<file path="src/rtl/wtile_load_sched_if.sv">
// Handshake bundle between the W-tile load scheduler, its config/CPU side and
// the column loader. slave is the scheduler's view, master the environment's.
interface wtile_load_sched_if #(
   parameter int K_W = 10
);
   logic           cfg_start;
   logic [K_W-1:0] cfg_k_base;
   logic [K_W:0]   cfg_k_len;
   logic           abort;
   logic           ld_start_k;
   logic [K_W-1:0] ld_k_idx;
   logic           ld_col_valid;
   logic           ld_col_accept;
   logic           cpu_req;
   logic           cpu_gnt;
   logic           busy;
   logic           done;
   logic           err_range;
   logic           err_tmo;
   logic [K_W:0]   cols_done;

   modport master (
      output cfg_start, cfg_k_base, cfg_k_len, abort, ld_col_valid, cpu_req,
      input  ld_start_k, ld_k_idx, ld_col_accept, cpu_gnt, busy, done,
             err_range, err_tmo, cols_done
   );

   modport slave (
      input  cfg_start, cfg_k_base, cfg_k_len, abort, ld_col_valid, cpu_req,
      output ld_start_k, ld_k_idx, ld_col_accept, cpu_gnt, busy, done,
             err_range, err_tmo, cols_done
   );
endinterface

</file>
<file path="src/rtl/wtile_load_sched.sv">
// Sweeps W-tile columns k = base .. base+len-1 through the column loader and
// shares the SRAM write port with the CPU, which only wins between columns.
module wtile_load_sched #(
   parameter int KMAX    = 1024,
   parameter int K_W     = (KMAX <= 1) ? 1 : $clog2(KMAX),
   parameter int TMO_CYC = 4096
) (
   input logic               clk,
   input logic               rst,
   wtile_load_sched_if.slave bus
);
   localparam int             TMO_W   = $clog2(TMO_CYC + 1);
   // Counter starts at 0 on WAIT entry, so TMO_CYC-2 is the last idle count.
   localparam int             TMO_LIM = (TMO_CYC >= 2) ? TMO_CYC - 2 : 0;
   localparam logic [K_W+1:0] KMAX_V  = (K_W+2)'(KMAX);
   localparam logic [K_W:0]   ONE_C   = (K_W+1)'(1);

   typedef enum logic [1:0] {IDLE, ISSUE, WAIT, DONE} state_t;

   state_t           state, state_nxt;
   logic [K_W-1:0]   cur_k;
   logic [K_W:0]     len_q, cols_done;
   logic [TMO_W-1:0] tmo;
   logic             err_range, err_tmo;
   logic             start_ok, range_bad, acc, tmo_hit, last;
   logic [K_W+1:0]   k_end;

   assign k_end = {2'b00, bus.cfg_k_base} + {1'b0, bus.cfg_k_len};
   assign last  = (cols_done + ONE_C) == len_q;

   always_comb begin
      state_nxt         = state;
      bus.ld_start_k    = 1'b0;
      bus.ld_col_accept = 1'b0;
      bus.cpu_gnt       = 1'b0;
      bus.done          = 1'b0;
      start_ok          = 1'b0;
      range_bad         = 1'b0;
      acc               = 1'b0;
      tmo_hit           = 1'b0;
      case (state)
         IDLE: begin
            bus.cpu_gnt = bus.cpu_req;
            if (bus.cfg_start) begin
               if (k_end > KMAX_V) begin
                  range_bad = 1'b1;
               end else begin
                  start_ok  = 1'b1;
                  state_nxt = (bus.cfg_k_len == '0) ? DONE : ISSUE;
               end
            end
         end
         ISSUE: begin
            bus.cpu_gnt = bus.cpu_req;
            if (bus.abort) begin
               state_nxt = IDLE;
            end else if (!bus.cpu_req) begin
               bus.ld_start_k = 1'b1;
               state_nxt      = WAIT;
            end
         end
         WAIT: begin
            // abort beats a same-cycle column: the column is not acknowledged
            if (bus.abort) begin
               state_nxt = IDLE;
            end else if (bus.ld_col_valid) begin
               bus.ld_col_accept = 1'b1;
               acc               = 1'b1;
               state_nxt         = last ? DONE : ISSUE;
            end else if (tmo == TMO_W'(TMO_LIM)) begin
               tmo_hit   = 1'b1;
               state_nxt = DONE;
            end
         end
         DONE: begin
            bus.done  = !bus.abort;
            state_nxt = IDLE;
         end
         default: state_nxt = IDLE;
      endcase
   end

   always_ff @(posedge clk) begin
      if (!rst) begin
         state     <= IDLE;
         cur_k     <= '0;
         len_q     <= '0;
         cols_done <= '0;
         tmo       <= '0;
         err_range <= 1'b0;
         err_tmo   <= 1'b0;
      end else begin
         state     <= state_nxt;
         err_range <= range_bad;
         if (start_ok) begin
            cur_k     <= bus.cfg_k_base;
            len_q     <= bus.cfg_k_len;
            cols_done <= '0;
            err_tmo   <= 1'b0;
         end
         if (bus.ld_start_k)
            tmo <= '0;
         else if (state == WAIT && !bus.ld_col_valid)
            tmo <= tmo + TMO_W'(1);
         if (acc) begin
            cols_done <= cols_done + ONE_C;
            if (!last) cur_k <= cur_k + K_W'(1);
         end
         if (tmo_hit) err_tmo <= 1'b1;
      end
   end

   assign bus.ld_k_idx  = cur_k;
   assign bus.cols_done = cols_done;
   assign bus.err_range = err_range;
   assign bus.err_tmo   = err_tmo;
   assign bus.busy      = (state != IDLE);
endmodule

</file>
<file path="src/flat_wrapper.sv">
// flat-port wrapper written by rule: the top's interface ports become plain ports
module wtile_load_sched_flat 
#(
   parameter int KMAX    = 1024,
   parameter int K_W     = (KMAX <= 1) ? 1 : $clog2(KMAX),
   parameter int TMO_CYC = 4096
)
  (clk, rst, bus_cfg_start, bus_cfg_k_base, bus_cfg_k_len, bus_abort, bus_ld_col_valid, bus_cpu_req, bus_ld_start_k, bus_ld_k_idx, bus_ld_col_accept, bus_cpu_gnt, bus_busy, bus_done, bus_err_range, bus_err_tmo, bus_cols_done);
  wtile_load_sched_if #(.K_W(K_W)) bus_i ();
  input logic clk;
  input logic rst;
  input wire logic [$bits(bus_i.cfg_start)-1:0] bus_cfg_start;
  input wire logic [$bits(bus_i.cfg_k_base)-1:0] bus_cfg_k_base;
  input wire logic [$bits(bus_i.cfg_k_len)-1:0] bus_cfg_k_len;
  input wire logic [$bits(bus_i.abort)-1:0] bus_abort;
  input wire logic [$bits(bus_i.ld_col_valid)-1:0] bus_ld_col_valid;
  input wire logic [$bits(bus_i.cpu_req)-1:0] bus_cpu_req;
  output wire logic [$bits(bus_i.ld_start_k)-1:0] bus_ld_start_k;
  output wire logic [$bits(bus_i.ld_k_idx)-1:0] bus_ld_k_idx;
  output wire logic [$bits(bus_i.ld_col_accept)-1:0] bus_ld_col_accept;
  output wire logic [$bits(bus_i.cpu_gnt)-1:0] bus_cpu_gnt;
  output wire logic [$bits(bus_i.busy)-1:0] bus_busy;
  output wire logic [$bits(bus_i.done)-1:0] bus_done;
  output wire logic [$bits(bus_i.err_range)-1:0] bus_err_range;
  output wire logic [$bits(bus_i.err_tmo)-1:0] bus_err_tmo;
  output wire logic [$bits(bus_i.cols_done)-1:0] bus_cols_done;
  assign bus_i.cfg_start = bus_cfg_start;
  assign bus_i.cfg_k_base = bus_cfg_k_base;
  assign bus_i.cfg_k_len = bus_cfg_k_len;
  assign bus_i.abort = bus_abort;
  assign bus_i.ld_col_valid = bus_ld_col_valid;
  assign bus_i.cpu_req = bus_cpu_req;
  assign bus_ld_start_k = bus_i.ld_start_k;
  assign bus_ld_k_idx = bus_i.ld_k_idx;
  assign bus_ld_col_accept = bus_i.ld_col_accept;
  assign bus_cpu_gnt = bus_i.cpu_gnt;
  assign bus_busy = bus_i.busy;
  assign bus_done = bus_i.done;
  assign bus_err_range = bus_i.err_range;
  assign bus_err_tmo = bus_i.err_tmo;
  assign bus_cols_done = bus_i.cols_done;
  wtile_load_sched #(.KMAX(KMAX), .K_W(K_W), .TMO_CYC(TMO_CYC)) u_core (.clk(clk), .rst(rst), .bus(bus_i));
endmodule
</file>
<file path="config.mk">
export PLATFORM = sky130hd
export DESIGN_NAME = wtile_load_sched_flat
export DESIGN_NICKNAME = d
export VERILOG_FILES = /design/src/rtl/wtile_load_sched_if.sv /design/src/rtl/wtile_load_sched.sv /design/src/flat_wrapper.sv
export SDC_FILE = /design/constraint.sdc
export NUM_CORES = 1
export LEC_CHECK = 0
export CORE_AREA = 2 2 78 80
export CTS_CLUSTER_DIAMETER = 30
export CTS_CLUSTER_SIZE = 25
export DETAILED_ROUTE_END_ITERATION = 16
export DIE_AREA = 0 0 80 82
export PLACE_DENSITY_LB_ADDON = 0.12
export SYNTH_ARGS = -nofsm -noshare
export SYNTH_HDL_FRONTEND = slang
export SYNTH_SLANG_ARGS = --single-unit
</file>
<file path="constraint.sdc">
create_clock -name clk -period 8.5 [get_ports clk]
set_input_delay 1.7 -clock clk [delete_from_list [all_inputs] [get_ports clk]]
set_output_delay 1.7 -clock clk [all_outputs]
set_load 0.01 [all_outputs]
</file>
**Yosys cells after proc, flatten, opt, wreduce, memory -nomap -nowiden**

Index checks and enable logic that the tools add are counted.

- Register bits: 49
- Input port bits: 27
- Output and inout port bits: 28

- $add $sub $neg: 4
- Order comparisons: 1
- Eq/ne operators: 9
- Muxes and demuxes: 33
- Bitwise logic cells: 1
- Reductions and logical operators: 12

Operator list:

| operator | number |
|---|---|
| $mux 10 | 3 |
| $mux 11 | 2 |
| $mux 1 | 18 |
| $mux 2 | 9 |
| $add 13x1->13 const B | 1 |
| $eq 13x12->1 const B | 1 |
| $add 10x11->12 | 1 |
| $gt 12x11->1 const B | 1 |
| $add 11x1->11 const B | 1 |
| $eq 11x11->1 | 1 |
| $logic_not 11->1 | 1 |
| $add 10x1->10 const B | 1 |
| $pmux 2 s4 | 1 |
| $reduce_bool 2->1 | 3 |
| $eq 2x2->1 const B | 2 |
| $ne 2x2->1 const B | 2 |
| $ne 4x3->1 const B | 1 |
| $reduce_and 4->1 | 1 |
| $reduce_or 2->1 | 2 |
| $ne 3x3->1 const B | 1 |
| $reduce_and 3->1 | 1 |
| $eq 2x1->1 const B | 1 |
| $logic_not 1->1 | 2 |
| $logic_not 2->1 | 1 |
| 2 further kinds | 2 |

**Logic depth before layout (Yosys ltp)**

- Depth after elaboration: 8
- Mapped depth: 12
- Mapped depth without buffers: 11

**Worst setup path after synthesis**

Ideal clock, no wire load.

- Path kind: input -> output
- Start point: input port bus_abort
- End point: output port bus_ld_col_accept
- Arrival: 2345 ps
- Path slack: 4455 ps
- Cell stages on the path: 4
- Buffers on the path: 1
- Cell sequence: nor2_1 > nand2_1 > inv_1 > clkbuf_1

- Word-level cells in the longest chain between the ends: 2

RTL lines:

| what | line | source |
|---|---|---|
| start: declaration | flat_wrapper.sv:15 | `input wire logic [$bits(bus_i.abort)-1:0] bus_abort;` |
| $mux 1 | wtile_load_sched.sv:64 | `if (bus.abort) begin` |
| $mux 1 | wtile_load_sched.sv:41 | `case (state)` |
| end: declaration | flat_wrapper.sv:20 | `output wire logic [$bits(bus_i.ld_col_accept)-1:0] bus_ld_col_accept;` |

No other way between the ends.

**Final worst setup path**

Same ends and word-level chain as after synthesis.

==> results.md <==
* Status: complete, no violations
* Clock-pin slew on the worst setup and hold paths at 0.11 ns
* Synthesized-area fraction occupied by adder cells at 6.03%
* Beginning of the worst hold path: u_core.len_q[3]$_SDFFE_PN0N_
* Pleak at 1.38 nW
* Clk_skew at 0.0142 ns
* Post-DP HPWL at 5960 µm
* First-pass GRT wire length at 13700 µm
* WP buf/inv at 3
* Buffers on Ports at 54
* Largest net degree at the start of global routing at 41
* Die Ht at 82 µm
* Cell taking the most area after synthesis: dfxtp_1
* Clock Power Share at 29.5%
* Worst path max stage delay at 0.63 ns
* Max_slew headroom at 36.6%
* Switching share of total power at 31.4%
* Vias in the first global route at 2813
* Worst Hold Endpoint: u_core.len_q[3]$_SDFFE_PN0N_
* Crit path depth at 5
* Overall routing resource usage at 26.0%
* Num ports at 55
* Final core occ at 67.9%
* Hold Crit Depth at 2
* Clock root cell: clkbuf_8
* Commonest non-fill, non-tap cells in the layout: clkdlybuf4s50_1, dfxtp_1, nand2_1
* R2R Path Start: u_core.bus.cols_done[0]$_SDFFE_PN0P_
* Flops & latches, synth at 49
* Distinct cell type count after synthesis at 57
* CTS max path bufs at 2
* Mapped Area at 3240 µm²
* Worst Path Required at 6.80 ns
* Antenna Nets Post-Route at 0
* R2R depth at 9
* Via count at 3165
* CP Max Fanout at 15
* Area Growth Syn to Fin at 20.4%
* Diodes inserted at 0
* Synth Area in Compound Gates at 26.3%
* Detailed Routing Iterations Pass 1 at 4
* Final nets at 493
* CTS tree: yes
* Fill count at 514
* P_int at 0.349 mW
* Post-synth EDFFs at 0
* Setup TNS at 0 ns
* Gpl congestion at 0.909
* Core Box Area at 5750 µm²
* Synth Area in XOR/XNOR at 8.11%
* Initial Utilization at 56.4%
* Row count at 28
* Post-CTS Setup Bufs at 0
* H-tree depth at 2
* CP Launch Type: input pin
* Sequential-to-total area share from yosys stat at 30.3%
* Measured slew at the worst slew-check pin at 0.949 ns
* Main synth FF type: dfxtp_1
* Insertion delay to the later sink of the worst-skew pair at 0.32 ns
* Clock sink count at 49
* Worst VDD drop at 0.0000842 V
* GR Overflow Total at 0
* Critical path's slowest cell: clkdlybuf4s50_1
* Initial antenna violation count at 0
* R2r endpoint: u_core.bus.ld_k_idx[0]$_SDFF_PN0_
* Comb pwr share at 22.6%
* Finish-stage setup viols at 0
* Cell count after synthesis at 405
* Crit Path Class: input pin to primary output
* Post-Synth Simple-Gate Area at 24.6%
* Max Clock Freq at 0.183 GHz
* Sequential Power Share at 47.9%
* Cell mode on critical path: clkdlybuf4s50_1
* Cts hold-fix bufs at 0
* Die width at 80 µm
* Unrepaired setup endpoints after global routing: false
* Vias per cell at 6.01
* TritonCTS Buffers at 5
* Post-CTS resize count at 0
* Post-synthesis mux area share at 0.309%
* PwrDens at 131 nW/µm²
* Crit path from: bus_abort
* Final wirelength at 8140 µm
* Share of layout cells above drive strength 1 at 3.76%
* Detailed router's first-iteration violation count at 224
* Arrival time at the worst endpoint at 3.75 ns
* Die area at 6560 µm²
* Yosys top cell area share at 30.3%
* Max_cap viols at 0
* Largest family of logic cells by synthesized area: compound AO/OA/AOI/OAI gates
* Synth top area cells: dfxtp_1, ha_1, xnor2_1
* CP cell instances: clkdlybuf4s50_1 > nor2_1 > nand2_1 > inv_1 > clkdlybuf4s50_1
* Synth Area per Inst at 8.00 µm²
* Async set or reset register ratio after synthesis at 0%
* Net Sw Power at 0.160 mW
* Routed length per instance at 15.4 µm
* Max-slew violation count at 0
* DRC at 0
* Crit. End Element: primary output
* Hold Crit Class: register to register
* Syn_nets at 447
* Crit path time final at 5.45 ns
* Final period utilization at 64.1%
* Synth warnings at 0
* Cell family with most CP delay: buffers and inverters
* Most common cell after layout, fill and taps aside: clkdlybuf4s50_1
* FF-to-FF setup slack at 5.74 ns
* Final hold violations at 0
[worst max path at each step]
stage | end | slack [ns]
floorplan | bus_ld_col_accept | 4.45
global placement | bus_ld_col_accept | 3.14
detailed placement | bus_ld_col_accept | 3.07
CTS | bus_ld_col_accept | 3.07
global route | bus_ld_col_accept | 2.93
finish | bus_ld_col_accept | 3.05
[registers in the layout, summed over array words and instances (netlist names)]
register              flops
u_core.bus.cols_done     11
u_core.bus.err_range      1
u_core.bus.err_tmo        1
u_core.bus.ld_k_idx      10
u_core.len_q             11
u_core.state              2
u_core.tmo               13
[cells in the mapped netlist (9+ instances only)]
cell type  count
xnor2_1       17
nor2_1        30
xor2_1        13
a21o_1        13
nand3_1       29
nand4_1        9
clkbuf_1      11
dfxtp_1       49
o2111ai_1      9
o21ai_0       26
a21oi_1       23
ha_1          14
nand2_1       33
o211ai_1      12
nand3b_1      12
inv_1         16
[cell type report]
cell class                      instances  area, µm²  share of cell area, %
Clock buffer                            5       68.8                   1.77
Tap cell                               75       93.8                   2.41
Clock inverter                          3       28.8                  0.738
Inverter                               16       60.1                   1.54
Sequential cell                        49        981                   25.2
Multi-Input combinational cell        324       2120                   54.3
Timing Repair Buffer                   55        548                   14.1
[per-stage QoR]
stage / instance area (µm²) / std cells / worst slack (ns) / power [mW] / hold WS, ns
CTS: 3900 / 527 / 3.07 / 0.509 / 0.497
detailed placement: 3800 / 519 / 3.07 / 0.362 / 0.482
global route: 3900 / 527 / 2.93 / 0.532 / 0.526
finish: 3900 / 527 / 3.05 / 0.509 / 0.497
global placement: 3800 / 519 / 3.14 / 0.359 / 0.478
floorplan: 3240 / 405 / 4.45 / 0.323 / 0.465
[layer usage]
metal  part of all wire, %  track usage [%]  routed length, µm  vias up
met1                    48             36.8               3940     1484
met4                   1.1             5.93                 87        0
met2                    47             41.9               3800       81
met5                     0                0                  0        -
met3                   3.9             4.07                316       10
li1                      -                -                  -     1590
[worst reg2reg max path, stage by stage, from the launching register on]
cell and delay [ns]:
dfxtp_1 0.50, ha_1 0.30, and3_1 0.24, nand2_1 0.15
xnor2_1 0.16, nor4_1 0.23, nand4_1 0.32, nand2_2 0.41
o311ai_1 0.17, o211a_1 0.17
[power groups by stage]
stage	Clock, mW	Sequential [mW]	Combinational [mW]
2_1_floorplan	0	0.249	0.0740
3_3_place_gp	0	0.249	0.111
3_5_place_dp	0	0.249	0.113
4_1_cts	0.152	0.243	0.114
5_1_grt	0.161	0.245	0.126
6_report	0.150	0.244	0.115
[cell families (layout without fill, tap and decap cells)]
kind of cell,after synthesis,in the layout
fa+ha+maj,15,15
flops,49,49
mux,1,1
xor+xnor,30,30
simple gates,156,156
compound gates,122,122
buf+inv,32,79
Power figures use the tool's default switching activity.
